`src/rtl/uart_debug_tx_if.sv`:
```
// ============================================================
// uart_debug_tx_if : request handshake between debug source and UART TX
// Rev 1.0
// ============================================================
`default_nettype none

interface uart_debug_tx_if;
  logic        req_valid;
  logic        req_ready;
  logic [7:0]  req_cmd;
  logic [31:0] req_data;

  modport master (output req_valid, output req_cmd, output req_data, input req_ready);
  modport slave  (input req_valid, input req_cmd, input req_data, output req_ready);
endinterface

`default_nettype wire

```
`src/rtl/uart_debug_tx.sv`:
```
// ============================================================
// uart_debug_tx : serializes one request as a 7-byte 8N1 debug frame with CRC8
// Rev 1.0
// ============================================================
`default_nettype none

module uart_debug_tx #(
  parameter int CLKS_PER_BIT = 100
) (
  input  wire logic        sys_clk,
  input  wire logic        sys_rst_n,
  uart_debug_tx_if.slave   req,
  output logic             busy,
  output logic             uart_tx
);

  localparam int CNT_W = (CLKS_PER_BIT > 1) ? $clog2(CLKS_PER_BIT) : 1;
  localparam logic [CNT_W-1:0] CNT_MAX = CNT_W'(CLKS_PER_BIT - 1);

  localparam logic [1:0] ST_IDLE  = 2'd0;
  localparam logic [1:0] ST_START = 2'd1;
  localparam logic [1:0] ST_DATA  = 2'd2;
  localparam logic [1:0] ST_STOP  = 2'd3;

  localparam logic [2:0] LAST_BYTE = 3'd6;

  logic [1:0]       state_q, state_d;
  logic [CNT_W-1:0] cnt_q, cnt_d;
  logic [2:0]       bit_q, bit_d;
  logic [2:0]       byte_q, byte_d;
  logic [7:0]       crc_q, crc_d;
  logic [7:0]       cmd_q, cmd_d;
  logic [31:0]      data_q, data_d;
  logic             uart_tx_q, uart_tx_d;

  logic             bit_end;
  logic [7:0]       crc_rev;
  logic [7:0]       tx_byte;

  assign bit_end = (cnt_q == CNT_MAX);

  always_ff @(posedge sys_clk or negedge sys_rst_n) begin
    if (!sys_rst_n) begin
      state_q   <= ST_IDLE;
      cnt_q     <= '0;
      bit_q     <= '0;
      byte_q    <= '0;
      crc_q     <= '0;
      cmd_q     <= '0;
      data_q    <= '0;
      uart_tx_q <= 1'b1;
    end else begin
      state_q   <= state_d;
      cnt_q     <= cnt_d;
      bit_q     <= bit_d;
      byte_q    <= byte_d;
      crc_q     <= crc_d;
      cmd_q     <= cmd_d;
      data_q    <= data_d;
      uart_tx_q <= uart_tx_d;
    end
  end

  always_comb begin
    state_d = state_q;
    cnt_d   = cnt_q;
    bit_d   = bit_q;
    byte_d  = byte_q;
    crc_d   = crc_q;
    cmd_d   = cmd_q;
    data_d  = data_q;
    if (state_q != ST_IDLE) begin
      cnt_d = bit_end ? '0 : cnt_q + 1'b1;
    end
    case (state_q)
      ST_IDLE: begin
        if (req.req_valid) begin
          state_d = ST_START;
          cnt_d   = '0;
          bit_d   = '0;
          byte_d  = '0;
          crc_d   = '0;
          cmd_d   = req.req_cmd;
          data_d  = req.req_data;
        end
      end
      ST_START: begin
        if (bit_end) begin
          state_d = ST_DATA;
          bit_d   = '0;
        end
      end
      ST_DATA: begin
        // uart_tx_q already holds the bit on the line during its first cycle
        if ((cnt_q == '0) && (byte_q != LAST_BYTE)) begin
          crc_d = {crc_q[6:0], 1'b0} ^ ((crc_q[7] ^ uart_tx_q) ? 8'h07 : 8'h00);
        end
        if (bit_end) begin
          if (bit_q == 3'd7) begin
            state_d = ST_STOP;
          end else begin
            bit_d = bit_q + 3'd1;
          end
        end
      end
      ST_STOP: begin
        if (bit_end) begin
          if (byte_q < LAST_BYTE) begin
            byte_d  = byte_q + 3'd1;
            state_d = ST_START;
          end else begin
            state_d = ST_IDLE;
          end
        end
      end
      default: state_d = ST_IDLE;
    endcase
  end

  always_comb begin
    for (int i = 0; i < 8; i++) begin
      crc_rev[i] = crc_q[7-i];
    end
    case (byte_d)
      3'd0:    tx_byte = 8'hCD;
      3'd1:    tx_byte = cmd_q;
      3'd2:    tx_byte = data_q[7:0];
      3'd3:    tx_byte = data_q[15:8];
      3'd4:    tx_byte = data_q[23:16];
      3'd5:    tx_byte = data_q[31:24];
      3'd6:    tx_byte = crc_rev;
      default: tx_byte = 8'hFF;
    endcase
    // Line level is derived from the next state so uart_tx stays a pure flop
    uart_tx_d = 1'b1;
    case (state_d)
      ST_START: uart_tx_d = 1'b0;
      ST_DATA:  uart_tx_d = tx_byte[bit_d];
      default:  uart_tx_d = 1'b1;
    endcase
  end

  assign req.req_ready = (state_q == ST_IDLE);
  assign busy          = (state_q != ST_IDLE);
  assign uart_tx       = uart_tx_q;

endmodule

`default_nettype wire

```
`src/flat_wrapper.sv`:
```
// flat-port wrapper written by rule: the top's interface ports become plain ports
module uart_debug_tx_flat 
#(
  parameter int CLKS_PER_BIT = 100
)
  (sys_clk, sys_rst_n, busy, uart_tx, req_req_valid, req_req_cmd, req_req_data, req_req_ready);
  uart_debug_tx_if req_i ();
  input  wire logic sys_clk;
  input  wire logic sys_rst_n;
  output logic busy;
  output logic uart_tx;
  input wire logic [$bits(req_i.req_valid)-1:0] req_req_valid;
  input wire logic [$bits(req_i.req_cmd)-1:0] req_req_cmd;
  input wire logic [$bits(req_i.req_data)-1:0] req_req_data;
  output wire logic [$bits(req_i.req_ready)-1:0] req_req_ready;
  assign req_i.req_valid = req_req_valid;
  assign req_i.req_cmd = req_req_cmd;
  assign req_i.req_data = req_req_data;
  assign req_req_ready = req_i.req_ready;
  uart_debug_tx #(.CLKS_PER_BIT(CLKS_PER_BIT)) u_core (.sys_clk(sys_clk), .sys_rst_n(sys_rst_n), .req(req_i), .busy(busy), .uart_tx(uart_tx));
endmodule
```
`config.mk`:
```
export PLATFORM = sky130hd
export DESIGN_NAME = uart_debug_tx_flat
export DESIGN_NICKNAME = d
export VERILOG_FILES = /design/src/rtl/uart_debug_tx_if.sv /design/src/rtl/uart_debug_tx.sv /design/src/flat_wrapper.sv
export SDC_FILE = /design/constraint.sdc
export NUM_CORES = 1
export LEC_CHECK = 0
export ABC_CLOCK_PERIOD_IN_PS = 3200
export CORE_UTILIZATION = 55
export DETAILED_ROUTE_END_ITERATION = 12
export GPL_TIMING_DRIVEN = 0
export PLACE_DENSITY = 0.8
export SLEW_MARGIN = 20
export SYNTH_ARGS = -nofsm -noshare
export SYNTH_HDL_FRONTEND = slang
export SYNTH_SLANG_ARGS = --single-unit
```
`constraint.sdc`:
```
create_clock -name sys_clk -period 3.2 [get_ports sys_clk]
set_clock_uncertainty 0.1 [all_clocks]
set_input_delay 0.64 -clock sys_clk [delete_from_list [all_inputs] [get_ports sys_clk]]
set_output_delay 0.64 -clock sys_clk [all_outputs]
set_load 0.03 [all_outputs]
```
== After elaboration in Yosys (flattened, before gate mapping) ==
Index checks and enable logic that the tools add are counted.

* Flip-flop bits (word level): 64
* Bits in latches: 0
* Bits in writable memories: 0
* ROM bits: 0
* Input bits: 43
* Output and inout port bits: 3
* Word-level logic and storage cells: 67
* Memories: 0

* $add $sub $neg: 3
* Multiply operators: 0
* Div/mod/pow operators: 0
* Magnitude comparators: 2
* Eq/ne operators: 16
* Shift operators: 0
* Mux-type cells: 28
* Bitwise operators: 2
* Reduce and logical (&&, ||, !) cells: 8

{| class="wikitable"
|+ Operators by type and width
! kind !! count
|-
| $pmux W8 S7 || 1
|-
| $mux W7 || 4
|-
| $mux W3 || 8
|-
| $mux W8 || 2
|-
| $pmux W8 S2 || 1
|-
| $eq A3 B3 Y1 const B || 4
|-
| $mux W2 || 5
|-
| $pmux W3 S3 || 1
|-
| $pmux W2 S4 || 1
|-
| $xor A8 B8 Y8 || 1
|-
| $add A7 B1 Y7 const B || 1
|-
| $eq A7 B7 Y1 const B || 1
|-
| $logic_not A7 Y1 || 1
|-
| $add A3 B1 Y3 const B || 2
|-
| $eq A2 B2 Y1 const B || 3
|-
| $eq A3 B2 Y1 const B || 2
|-
| $pmux W3 S2 || 1
|-
| $eq A2 B1 Y1 const B || 2
|-
| $lt A3 B4 Y1 const B || 1
|-
| $reduce_bool A2 Y1 || 2
|-
| $bmux W1 S3 || 1
|-
| $eq A3 B1 Y1 const B || 1
|-
| $logic_not A3 Y1 || 1
|-
| $lt A3 B3 Y1 const B || 1
|-
| 10 further kinds || 11
|}

== Longest topological paths before layout ==
* Depth after elaboration: 9
* Gate-level depth with buffers: 12
* Gate-level depth less buffers: 11

== Worst setup path before layout ==
Ideal clock, no wire load.

* Path kind: reg2reg
* From: register u_core.cnt_q[0]
* To: register u_core.uart_tx_q, in the netlist u_core.uart_tx
* Library setup time: 0.083 ns
* Arrival time: 2.585 ns
* Required time: 3.017 ns
* Slack: 0.432 ns
* Cell stages (with the launch flop): 10
* Buffers on the path: 0
* Period minus slack after synthesis: 2.768 ns
* Path through: dfrtp_1 -> ha_1 -> or4b_4 -> o41ai_4 -> a21oi_4 -> mux2_4 -> a221o_1 -> nand4_1 -> or3_1 -> a41oi_1

* Longest elaborated chain between the ends: 8
* Elaborated cells between the ends (all ways): 23
* Those cells by class: eq/ne (9); mux (13); reduce/logical (1)

{| class="wikitable"
|+ RTL lines
! element !! RTL line !! RTL
|-
| from (decl) || uart_debug_tx.sv:28 || <nowiki>logic [CNT_W-1:0] cnt_q, cnt_d;</nowiki>
|-
| from (signal assigned) || uart_debug_tx.sv:54 || <nowiki>cnt_q <= cnt_d;</nowiki>
|-
| $eq A7 B7 Y1 (*) || uart_debug_tx.sv:40 || <nowiki>assign bit_end = (cnt_q == CNT_MAX);</nowiki>
|-
| $mux W3 || uart_debug_tx.sv:107 || <nowiki>if (bit_end) begin</nowiki>
|-
| $pmux W3 S2 || uart_debug_tx.sv:75 || <nowiki>case (state_q)</nowiki>
|-
| $eq A3 B3 Y1, or another cell as far along || uart_debug_tx.sv:124 || <nowiki>case (byte_d)</nowiki>
|-
| $pmux W8 S7 || uart_debug_tx.sv:124 ||
|-
| $bmux W1 S3 || uart_debug_tx.sv:138 || <nowiki>ST_DATA: uart_tx_d = tx_byte[bit_d];</nowiki>
|-
| $mux W1 (not written as such) || uart_debug_tx.sv:138 ||
|-
| $pmux W1 S2 (*) || uart_debug_tx.sv:136 || <nowiki>case (state_d)</nowiki>
|-
| via u_core.uart_tx_d || uart_debug_tx.sv:34 || <nowiki>logic uart_tx_q, uart_tx_d;</nowiki>
|-
| to (signal assigned) || uart_debug_tx.sv:60 || <nowiki>uart_tx_q <= uart_tx_d;</nowiki>
|-
| to (decl) || uart_debug_tx.sv:34 ||
|}

Mark *: on every way through the listed nets, which the timed path passes. The rest lies on a longest branch. The select of a mux whose other input is x is not followed.
A chain may end at the register's enable or synchronous reset.

== Worst setup path in the final report ==
Ends and elaborated chain as after synthesis.

==> summary.md <==
| Metric | Value |
|---|---|
| Post-layout total power | 3.75 mW |
| Total negative setup slack | 0 ps |
| Final critical-path required period | 3120 ps |
| Internal | 2.36 mW |
| Total standard cell area after synthesis | 3500 µm² |
| Number of instances in the synthesized netlist | 315 |
| Overall die area | 6690 µm² |
| Maximum count of clock buffers along a single path | 2 |
| Average detailed-routed wire length per instance | 18.0 µm |
| Smallest setup slack after layout | 83.4 ps |
| LEAKAGE | 1.79 nW |
| Count of filler cells inserted in the layout | 443 |
| Count of flip-flops with a built-in enable after synthesis | 0 |
| Status | finished clean |
| Transition time at the pin with the least slew margin | 824 ps |
| Slowest cell on the critical path | sky130_fd_sc_hd__or4b_4 |
| Share of total power in the clock network | 20.6% |
| Portion of the post-synthesis area used by sequential elements | 45.7% |
| Number of nets in the layout | 432 |
| Maximum fanout along the worst path | 6 |
| Largest stage delay on the critical path | 550 ps |
| Worst-case register-to-register setup slack | 80 ps |
| Pin count of the biggest net entering global routing | 52 |
| Initial detailed-routing violation count | 198 |
| Number of antenna cells inserted | 0 |
| I/O pin total | 46 |
| Data arrival time of the worst path | 3280 ps |
| Max-cap violations | 0 |
| Number of remaining DRC errors | 0 |
| Initial antenna violation count | 0 |
| Number of nets produced by synthesis | 367 |
| Switching share of power | 37.0% |
| Share of the cycle needed by the critical path after routing | 97.4% |
| Number of different library cells in the post-synthesis netlist | 65 |
| Worst slew margin | 44.7% |
| Required time at the worst-slack endpoint | 3360 ps |
| Port buffer count | 45 |
| Total core area | 6030 µm² |
| Class of the most critical setup path | flop to flop |
| Setup-failing EPs final | 0 |
| Main synth FF type | sky130_fd_sc_hd__dfrtp_1 |
| Worst-case reg-to-reg path depth | 10 |
| Cell at the root of the clock tree | sky130_fd_sc_hd__clkbuf_8 |
| Area growth, synth to finish | 25.3% |
| Highest attainable clock frequency | 321 MHz |
| Async set-reset flop share out of synthesis | 100% |
| Count of nets left with antenna violations after detail routing | 0 |
| Gpl congestion | 0.911 |
| Die H | 81.8 µm |
| Insertion delay to the later sink of the worst-skew pair | 350 ps |
| Half-perimeter wire length after detailed placement | 5820 µm |
| Number of sinks on the clock net | 64 |
| Site Rows | 28 |
| FF/Latch Area | 1600 µm² |
| Number of buffers added by the clock tree synthesis step | 9 |
| Deepest level of the CTS H-tree | 3 |
| Total routing resource utilization after global routing | 26.4% |
| Place WS | -72.2 ps |
| Final max-slew violation count | 0 |
| Area of combinational cells with multiple inputs | 1780 µm² |
| Layout cells sized above 1 | 23.4% |
| Fin. Hold Viols | 0 |
| Number of warning messages in the yosys log | 0 |
| Net Sw Power | 1.39 mW |
| Clock tree from TritonCTS | done |
| Initial Util | 58.1% |
| Average cell area after synthesis | 11.1 µm² |
| Nature of the critical path startpoint | flop |
| Total via count in the routed design | 2,806 |
| Combinational group share of total power | 42.5% |
| Number of global-route vias before repair | 2,727 |
| Sequential group share of total power | 36.8% |
| Die W | 81.8 µm |
| First-pass GRT wire length | 12,900 µm |
| Detailed Routing Iterations Pass 1 | 5 |
| Grt total ovfl | 0 |
| Pwr dens | 855 nW/µm² |
| Cells along the critical path | ha_2 -> or4b_4 -> o41ai_4 -> buf_4 -> a21oi_2 -> mux2_1 -> a221oi_1 -> nor4_2 -> a21oi_1 -> a41oi_1 |
| DR vias/cell | 6.10 |
| Register clock-pin slew on the reported worst setup and hold paths | 80 ps |
| Flip-flop and latch count after synthesis | 64 |
| Kind of end point of the critical path | flop |
| Max VDD drop | 0.611 mV |
| Worst Hold Class | input port to asynchronous set/reset pin |
| Wire length reported by the detailed router | 8260 µm |
[path summary, 6_finish.rpt]
check | start | end
max | u_core.cnt_q[0]$_DFF_PN0_ | u_core.uart_tx$_DFF_PN1_
max reg2reg | u_core.cnt_q[0]$_DFF_PN0_ | u_core.uart_tx$_DFF_PN1_
max in group asynchronous | sys_rst_n | u_core.uart_tx$_DFF_PN1_
min | sys_rst_n | u_core.crc_q[3]$_DFFE_PN0P_
min reg2reg | u_core.data_q[6]$_DFFE_PN0P_ | u_core.data_q[6]$_DFFE_PN0P_
min in group sys_clk | u_core.data_q[6]$_DFFE_PN0P_ | u_core.data_q[6]$_DFFE_PN0P_
[what timing repair did]
item | in CTS | in global routing
setup endpoints to repair | 1 | 1
resized for setup | 0 | 5
gates cloned | 0 | 1
setup buffers | 2 | 5
hold buffers | 0 | 0
pin swaps | 0 | 3
[cell type report]
| class | count | share of cell area, % |
|---|---|---|
| Timing Repair Buffer | 53 | 12.3 |
| Tap cell | 75 | 2.14 |
| Sequential cell | 64 | 36.5 |
| Clock buffer | 11 | 3.22 |
| Clock inverter | 5 | 1.82 |
| Buffer | 15 | 1.74 |
| Multi-Input combinational cell | 216 | 40.5 |
| Inverter | 21 | 1.80 |
[power by group through the flow]
stage          sequential (mW)  combinational, mW  clock (mW)
2_1_floorplan             1.32               1.15           0
3_3_place_gp              1.37               1.47           0
3_5_place_dp              1.39               1.52           0
4_1_cts                   1.38               1.54       0.785
5_1_grt                   1.42               1.75       0.816
6_report                  1.38               1.60       0.774
[kinds of logic (layout without fill, tap and decap cells)]
logic type / count (synthesis) / after routing / share of synthesized area (%)
AO/OA/AOI/OAI: 71 / 72 / 16.1
adder cells (fa/ha/maj): 9 / 9 / 3.21
buffers and inverters: 36 / 105 / 4.43
AND/OR/NAND/NOR: 77 / 77 / 12.4
XOR/XNOR: 4 / 4 / 1.00
flip-flops: 64 / 64 / 45.8
multiplexers: 54 / 54 / 17.1
[worst max-delay path, delay by kind of cell, from the launching register on]
| family | cells | cell delay (ps) |
|---|---|---|
| AOI/OAI and AO/OA | 5 | 1070 |
| DFF | 1 | 430 |
| buffers and inverters | 1 | 190 |
| and+or+nand+nor | 2 | 620 |
| adders and majority gates | 1 | 270 |
| muxes | 1 | 350 |
[synth_stat cells (2+ instances only)]
master                      count  area, µm²
sky130_fd_sc_hd__a31oi_1        2       12.5
sky130_fd_sc_hd__nor3_1         2       10.0
sky130_fd_sc_hd__nand2_1       13       48.8
sky130_fd_sc_hd__clkbuf_1       9       33.8
sky130_fd_sc_hd__mux2_2        41        462
sky130_fd_sc_hd__a22oi_1        3       22.5
sky130_fd_sc_hd__a41oi_1        2       17.5
sky130_fd_sc_hd__inv_1         21       78.8
sky130_fd_sc_hd__ha_1           9        113
sky130_fd_sc_hd__a22o_1         2       17.5
sky130_fd_sc_hd__nand4_1        3       18.8
sky130_fd_sc_hd__a211oi_1       4       30.0
sky130_fd_sc_hd__nor2_1        14       52.6
sky130_fd_sc_hd__nand3_1       22        110
sky130_fd_sc_hd__nor2b_1        5       31.3
sky130_fd_sc_hd__a21oi_1        7       35.0
sky130_fd_sc_hd__o211ai_1       6       45.0
sky130_fd_sc_hd__mux2_1         2       22.5
sky130_fd_sc_hd__o21ai_0       21        105
sky130_fd_sc_hd__buf_6          2       22.5
sky130_fd_sc_hd__mux2i_1       10        100
sky130_fd_sc_hd__xnor2_1        2       17.5
sky130_fd_sc_hd__dfrtp_1       63       1580
sky130_fd_sc_hd__o2111ai_1      2       17.5
sky130_fd_sc_hd__and2_1         3       18.8
sky130_fd_sc_hd__and3_1         2       12.5
sky130_fd_sc_hd__buf_2          4       20.0
sky130_fd_sc_hd__xor2_1         2       17.5
[flip-flops by register name (all words and copies together) (netlist names)]
register and count:
u_core.data_q 32, u_core.bit_q 3, u_core.byte_q 3, u_core.crc_q 8
u_core.state_q 2, u_core.cnt_q 7, u_core.uart_tx 1, u_core.cmd_q 8
[per-layer routing]
layer  vias to the layer above  global-route usage [%]  share of wire (%)
met4                         0                    11.2                1.6
li1                       1288                       -                  -
met1                      1386                    35.0                 43
met3                        15                    4.22                5.1
met2                       117                    42.8                 50
met5                         -                       0                  0
[placed cells by master, fill, tap and decap left out, types with 3 or more instances in the layout]
| master | n |
|---|---|
| sky130_fd_sc_hd__dfrtp_1 | 63 |
| sky130_fd_sc_hd__clkdlybuf4s50_1 | 44 |
| sky130_fd_sc_hd__mux2_2 | 41 |
| sky130_fd_sc_hd__inv_1 | 21 |
| sky130_fd_sc_hd__o21ai_0 | 21 |
| sky130_fd_sc_hd__nand3_1 | 21 |
| sky130_fd_sc_hd__nor2_1 | 14 |
| sky130_fd_sc_hd__nand2_1 | 13 |
| sky130_fd_sc_hd__clkbuf_1 | 10 |
| sky130_fd_sc_hd__mux2i_1 | 10 |
| sky130_fd_sc_hd__clkbuf_8 | 10 |
| sky130_fd_sc_hd__ha_1 | 8 |
| sky130_fd_sc_hd__a21oi_1 | 7 |
| sky130_fd_sc_hd__buf_4 | 7 |
| sky130_fd_sc_hd__o211ai_1 | 6 |
| sky130_fd_sc_hd__nor2b_1 | 4 |
| sky130_fd_sc_hd__buf_2 | 4 |
| sky130_fd_sc_hd__a211oi_1 | 4 |
| sky130_fd_sc_hd__nand4_1 | 3 |
| sky130_fd_sc_hd__and2_1 | 3 |
| sky130_fd_sc_hd__a22oi_1 | 3 |
[through the flow]
step                      hold slack (ps)  instances  instance area (µm²)  utilization [%]
after detailed placement              391        436                 4070             67.6
after global routing                 41.3        460                 4390             72.9
after CTS                            39.4        454                 4320             71.7
after global placement                385        435                 4050             67.2
final                                38.8        460                 4390             72.9
after floorplan                       244        315                 3500                -
(Power assumes the default switching activity.)
==> RTL edit 1 (same settings) <==
`CLKS_PER_BIT` is set to 100 in 2 places; all go to 50.
--- a/src/rtl/uart_debug_tx.sv
+++ b/src/rtl/uart_debug_tx.sv
@@ -7,3 +7,3 @@
 module uart_debug_tx #(
-  parameter int CLKS_PER_BIT = 100
+  parameter int CLKS_PER_BIT = 50
 ) (
--- a/src/flat_wrapper.sv
+++ b/src/flat_wrapper.sv
@@ -3,3 +3,3 @@
 #(
-  parameter int CLKS_PER_BIT = 100
+  parameter int CLKS_PER_BIT = 50
 )
Check against the original RTL: no difference found for any inputs over 10 cycles, from zero or initial values and one cycle with sys_rst_n low; that may be too few to reach the edited logic, so the function may still have changed.
==> RTL edit 1 against the original RTL <==
  * Final area shrank 1.2%
  * Synthesized area shrank 0.75%
  * Global-route usage grew 0.42 points
  * Routed wire length shrank 3.2%
  * Sequential cell count shrank 1
  * Worst setup slack lost 2.1 ps
  * Via count shrank 2.1%
  * Non-clock buffer count grew 4
  * Die area shrank 0.73%
  * Count of clock-buffer cells in the layout grew 1
  * Largest cell class unchanged
Power is not compared: it rests on default switching activity, and its combinational part moved more than twofold at a synthesized area within 25%.
==> RTL edit 1: results (changes against the original RTL) <==
Status
  • Status: complete, no violations

Setup path
  • Crit path launch type: primary input
  • Crit end category: register
  • Worst R2R Start: u_core.cnt_q[0]$_DFF_PN0_
  • Flop2flop setup slack: 130 ps (+50 ps)
  • Crit-path max FO: 10 (+4)
  • CP max-delay cell: clkdlybuf4s50_1
  • Worst Setup SP: req_req_valid
  • Worst r2r path cells: 13 (+3)
  • Max stage delay on crit path: 500 ps (-50 ps)

STA
  • Final clock period utilization by the worst path: 97.5% (about the same)
  • Slew Limit Fails: 0 (unchanged)
  • Worst hold slack: 109 ps (+70.3 ps)
  • Slew headroom: 49.2% (+4.4 points)

CTS
  • CTS buffer count: 9 (unchanged)
  • Post-cts hold buffer count: 0 (unchanged)
  • Clk Latency, worst-skew pair: 340 ps
  • Clk slew on worst S/H paths: 70 ps
  • Root Buffer: clkbuf_8
  • CTS max path bufs: 2 (unchanged)

Yosys
  • Synthesis Warnings: 0 (unchanged)
  • Top_reg_cell synth: dfrtp_1
  • Synth Area in Compound Gates: 15.7% (-0.38 points)
  • Post-Synth XOR/XNOR Area: 0.756% (-0.24 points)
  • Synth area leaders: dfrtp_1, mux2_2, ha_1
  • Async set-reset flop share out of synthesis: 100% (unchanged)
  • Avg Inst Size Synth: 10.9 µm² (-2.3%)
  • Commonest cells in the netlist: dfrtp_1, mux2_2, nand2_1, nand3_1, o21ai_0
  • Mux cell area share after synthesis: 15.4% (-1.7 points)
  • Sequential fraction of the synthesis area: 45.4% (-0.37 points)
  • Synth cell types: 60 (-7.7%)
  • Syn_nets: 373 (+1.6%)
  • Adder-Cell Fraction of Synth Area: 3.60% (+0.38 points)

Global route
  • Initial antenna violation count: 0 (unchanged)
  • Vias in the first global route: 2,777 (+1.8%)
  • Largest net degree at the start of global routing: 37 (-29%)
  • Global-route usage over all layers: 26.8% (+0.42 points)
  • First-pass GRT wire length: 13,100 µm (+1.9%)

Pwr
  • Seq pwr share: 51.1%
  • Sequential power: 0.796 mW
  • P_leak: 1.99 nW

Placement
  • Placed cells: 441 (+1.1%)
  • Post-placement cell area: 0.00404 mm² (-0.83%)
  • RePlAce Congestion: 0.953 (+4.6%)
  • Pre-CTS setup slack: -388 ps (-315 ps)
  • DP HPWL: 5680 µm (-2.4%)

Routing
  • First-pass DRT Iterations: 6 (+1)
  • Routed vias: 2,746 (-2.1%)
  • Initial drt markers: 137 (-31%)
  • WL per Instance: 17.2 µm (-4.1%)

Finish
  • Share of cells above drive strength 1: 26.5% (+3.1 points)
  • Diodes inserted: 0 (unchanged)
  • # fillers: 445 (+0.45%)
  • Non-filler cells, final: 464 (+0.87%)

Worst hold path
  • Hold Path Class: in -> async
[RTL edit 1: timing repair]
| item | 4_1_cts | 5_1_grt |
|---|---|---|
| resized for setup | 4 | 10 |
| buffers inserted | 7 | 1 |
| pin swaps | 3 | 6 |
| setup endpoints to repair | 1 | 1 |
[RTL edit 1: worst min-delay path by stage]
stage | startpoint | endpoint | depth (start not counted)
6_report | sys_rst_n | u_core.cnt_q[2]$_DFF_PN0_ | 1
5_1_grt | sys_rst_n | u_core.cnt_q[2]$_DFF_PN0_ | 1
4_1_cts | sys_rst_n | u_core.cnt_q[2]$_DFF_PN0_ | 1
3_5_place_dp | u_core.data_q[23]$_DFFE_PN0P_ | u_core.data_q[23]$_DFFE_PN0P_ | 1
3_3_place_gp | u_core.data_q[23]$_DFFE_PN0P_ | u_core.data_q[23]$_DFFE_PN0P_ | 1
2_1_floorplan | sys_rst_n | u_core.bit_q[0]$_DFF_PN0_ | 0
[RTL edit 1: layout make-up]
type / instances / area [µm²] / area share, %
buffer: 18 / 154 / 3.55
clock buffer: 12 / 155 / 3.58
clock inverter: 3 / 42.5 / 0.981
inverter: 21 / 86.3 / 1.99
multi-input combinational: 218 / 1700 / 39.2
sequential: 63 / 1580 / 36.4
tap: 75 / 93.8 / 2.16
timing repair buffer: 54 / 528 / 12.2
[RTL edit 1: layer usage]
| layer | up-vias | share of wire [%] | track usage [%] |
|---|---|---|---|
| met5 | - | 0 | 0 |
| li1 | 1284 | - | - |
| met2 | 97 | 50 | 45.0 |
| met1 | 1352 | 43 | 33.8 |
| met4 | 0 | 1.2 | 9.64 |
| met3 | 13 | 5.3 | 6.00 |
[RTL edit 1: critical path: cells and delay by family]
kind | cells | cell delay [ps]
buf+inv | 3 | 890
compound gates | 6 | 1460
simple gates | 1 | 260
==> RTL edit 2 (same settings) <==
Without the edit above. Take the reset off `data_q` and load it in a clocked block of its own.
--- a/src/rtl/uart_debug_tx.sv
+++ b/src/rtl/uart_debug_tx.sv
@@ -49,3 +49,2 @@
       cmd_q     <= '0;
-      data_q    <= '0;
       uart_tx_q <= 1'b1;
@@ -58,5 +57,8 @@
       cmd_q     <= cmd_d;
-      data_q    <= data_d;
       uart_tx_q <= uart_tx_d;
     end
+  end
+
+  always_ff @(posedge sys_clk) begin
+    data_q <= data_d;
   end
Behaviour: no difference found for any inputs over 10 cycles, from zero or initial values and one cycle with sys_rst_n low; that may be too few to reach the edited logic, so the function may still have changed.
==> RTL edit 2 against the original RTL <==
  * Non-clock buffer count shrank 8
  * Routed wire length decreased by 6.8%
  * Synthesized area shrank 2.7%
  * Sequential cell count did not move
  * Worst setup slack gained 73 ps
  * Final area decreased by 4.0%
  * Largest cell class is now flip-flops and latches
Power is not compared: it rests on default switching activity, and its combinational part moved more than twofold at a synthesized area within 25%.
==> RTL edit 2: results (changes against the original RTL) <==
Yosys
  • Commonest cells in the netlist: edfxtp_1, dfrtp_1, nand2_1, nand3_1, o21ai_0
  • Async set-reset flop share out of synthesis: 50.0% (-50 points)
  • Synth area leaders: edfxtp_1, dfrtp_1, mux2_2
  • Mapped Cells: 297 (-5.7%)
  • Synth Area in Compound Gates: 19.0% (+2.9 points)
  • Post-Synth XOR/XNOR Area: 1.03% (+0.028 points)
  • Post-synth EDFFs: 32 (+32)
  • Adder-Cell Fraction of Synth Area: 3.30% (+0.088 points)
  • Synth cell types: 73 (+12%)
  • Syn_nets: 349 (-4.9%)

Setup path
  • Worst r2r path cells: 12 (+2)
  • Worst Setup SP: u_core.state_q[0]$_DFF_PN0_
  • CP max-delay cell: dfrtp_1
  • Crit-path max FO: 10 (+4)
  • Worst EP arrival: 3190 ps (-90 ps)

Placement
  • RePlAce Congestion: 0.882 (-3.2%)
  • Post-placement cell area: 0.00397 mm² (-2.5%)

Global route
  • Global-route usage over all layers: 25.4% (-0.97 points)
  • First-pass GRT wire length: 12,200 µm (-5.3%)
  • Vias in the first global route: 2,525 (-7.4%)

Routing
  • Initial drt markers: 215 (+8.6%)
  • First-pass DRT Iterations: 4 (-1)
  • Vias per Instance: 6.00 (-1.6%)

STA
  • Slew headroom: 39.2% (-5.5 points)
  • Worst hold slack: 56.6 ps (+17.8 ps)

Status
  • Status: complete, no violations

Finish
  • Non-filler cells, final: 435 (-5.4%)
  • Share of cells above drive strength 1: 17.2% (-6.2 points)
[RTL edit 2: area by class of cell]
type                       count  area, µm²
buffer                        13        105
clock buffer                  11        153
clock inverter                 5       62.6
fill                         454       1740
inverter                      22       87.6
multi-input combinational    198       1480
sequential                    64       1760
tap                           75       93.8
timing repair buffer          47        473
[RTL edit 2: routing by layer]
layer  GRT usage (%)  share of wire [%]  vias to the layer above
met4            8.75                2.0                        0
met1            30.7                 43                     1278
met2            44.7                 51                       80
met5               0                  0                        -
li1                -                  -                     1242
met3            5.62                3.9                       12
[RTL edit 2: where the power goes]
| group | internal (mW) | switching (mW) |
|---|---|---|
| Clock | 0.412 | 0.339 |
| Sequential | 0.864 | 0 |
| Combinational | 0.0460 | 0.0151 |
[RTL edit 2: worst reg2reg max path: stages, from the launching register on]
cell      delay, ps
dfrtp_1         410
inv_1            90
ha_1            240
nor2b_1         150
buf_6           140
o31a_1          290
nor3_2          330
buf_4           280
mux2_2          370
a22oi_1         170
o211ai_1        110
o211ai_1        120
a41oi_2         160
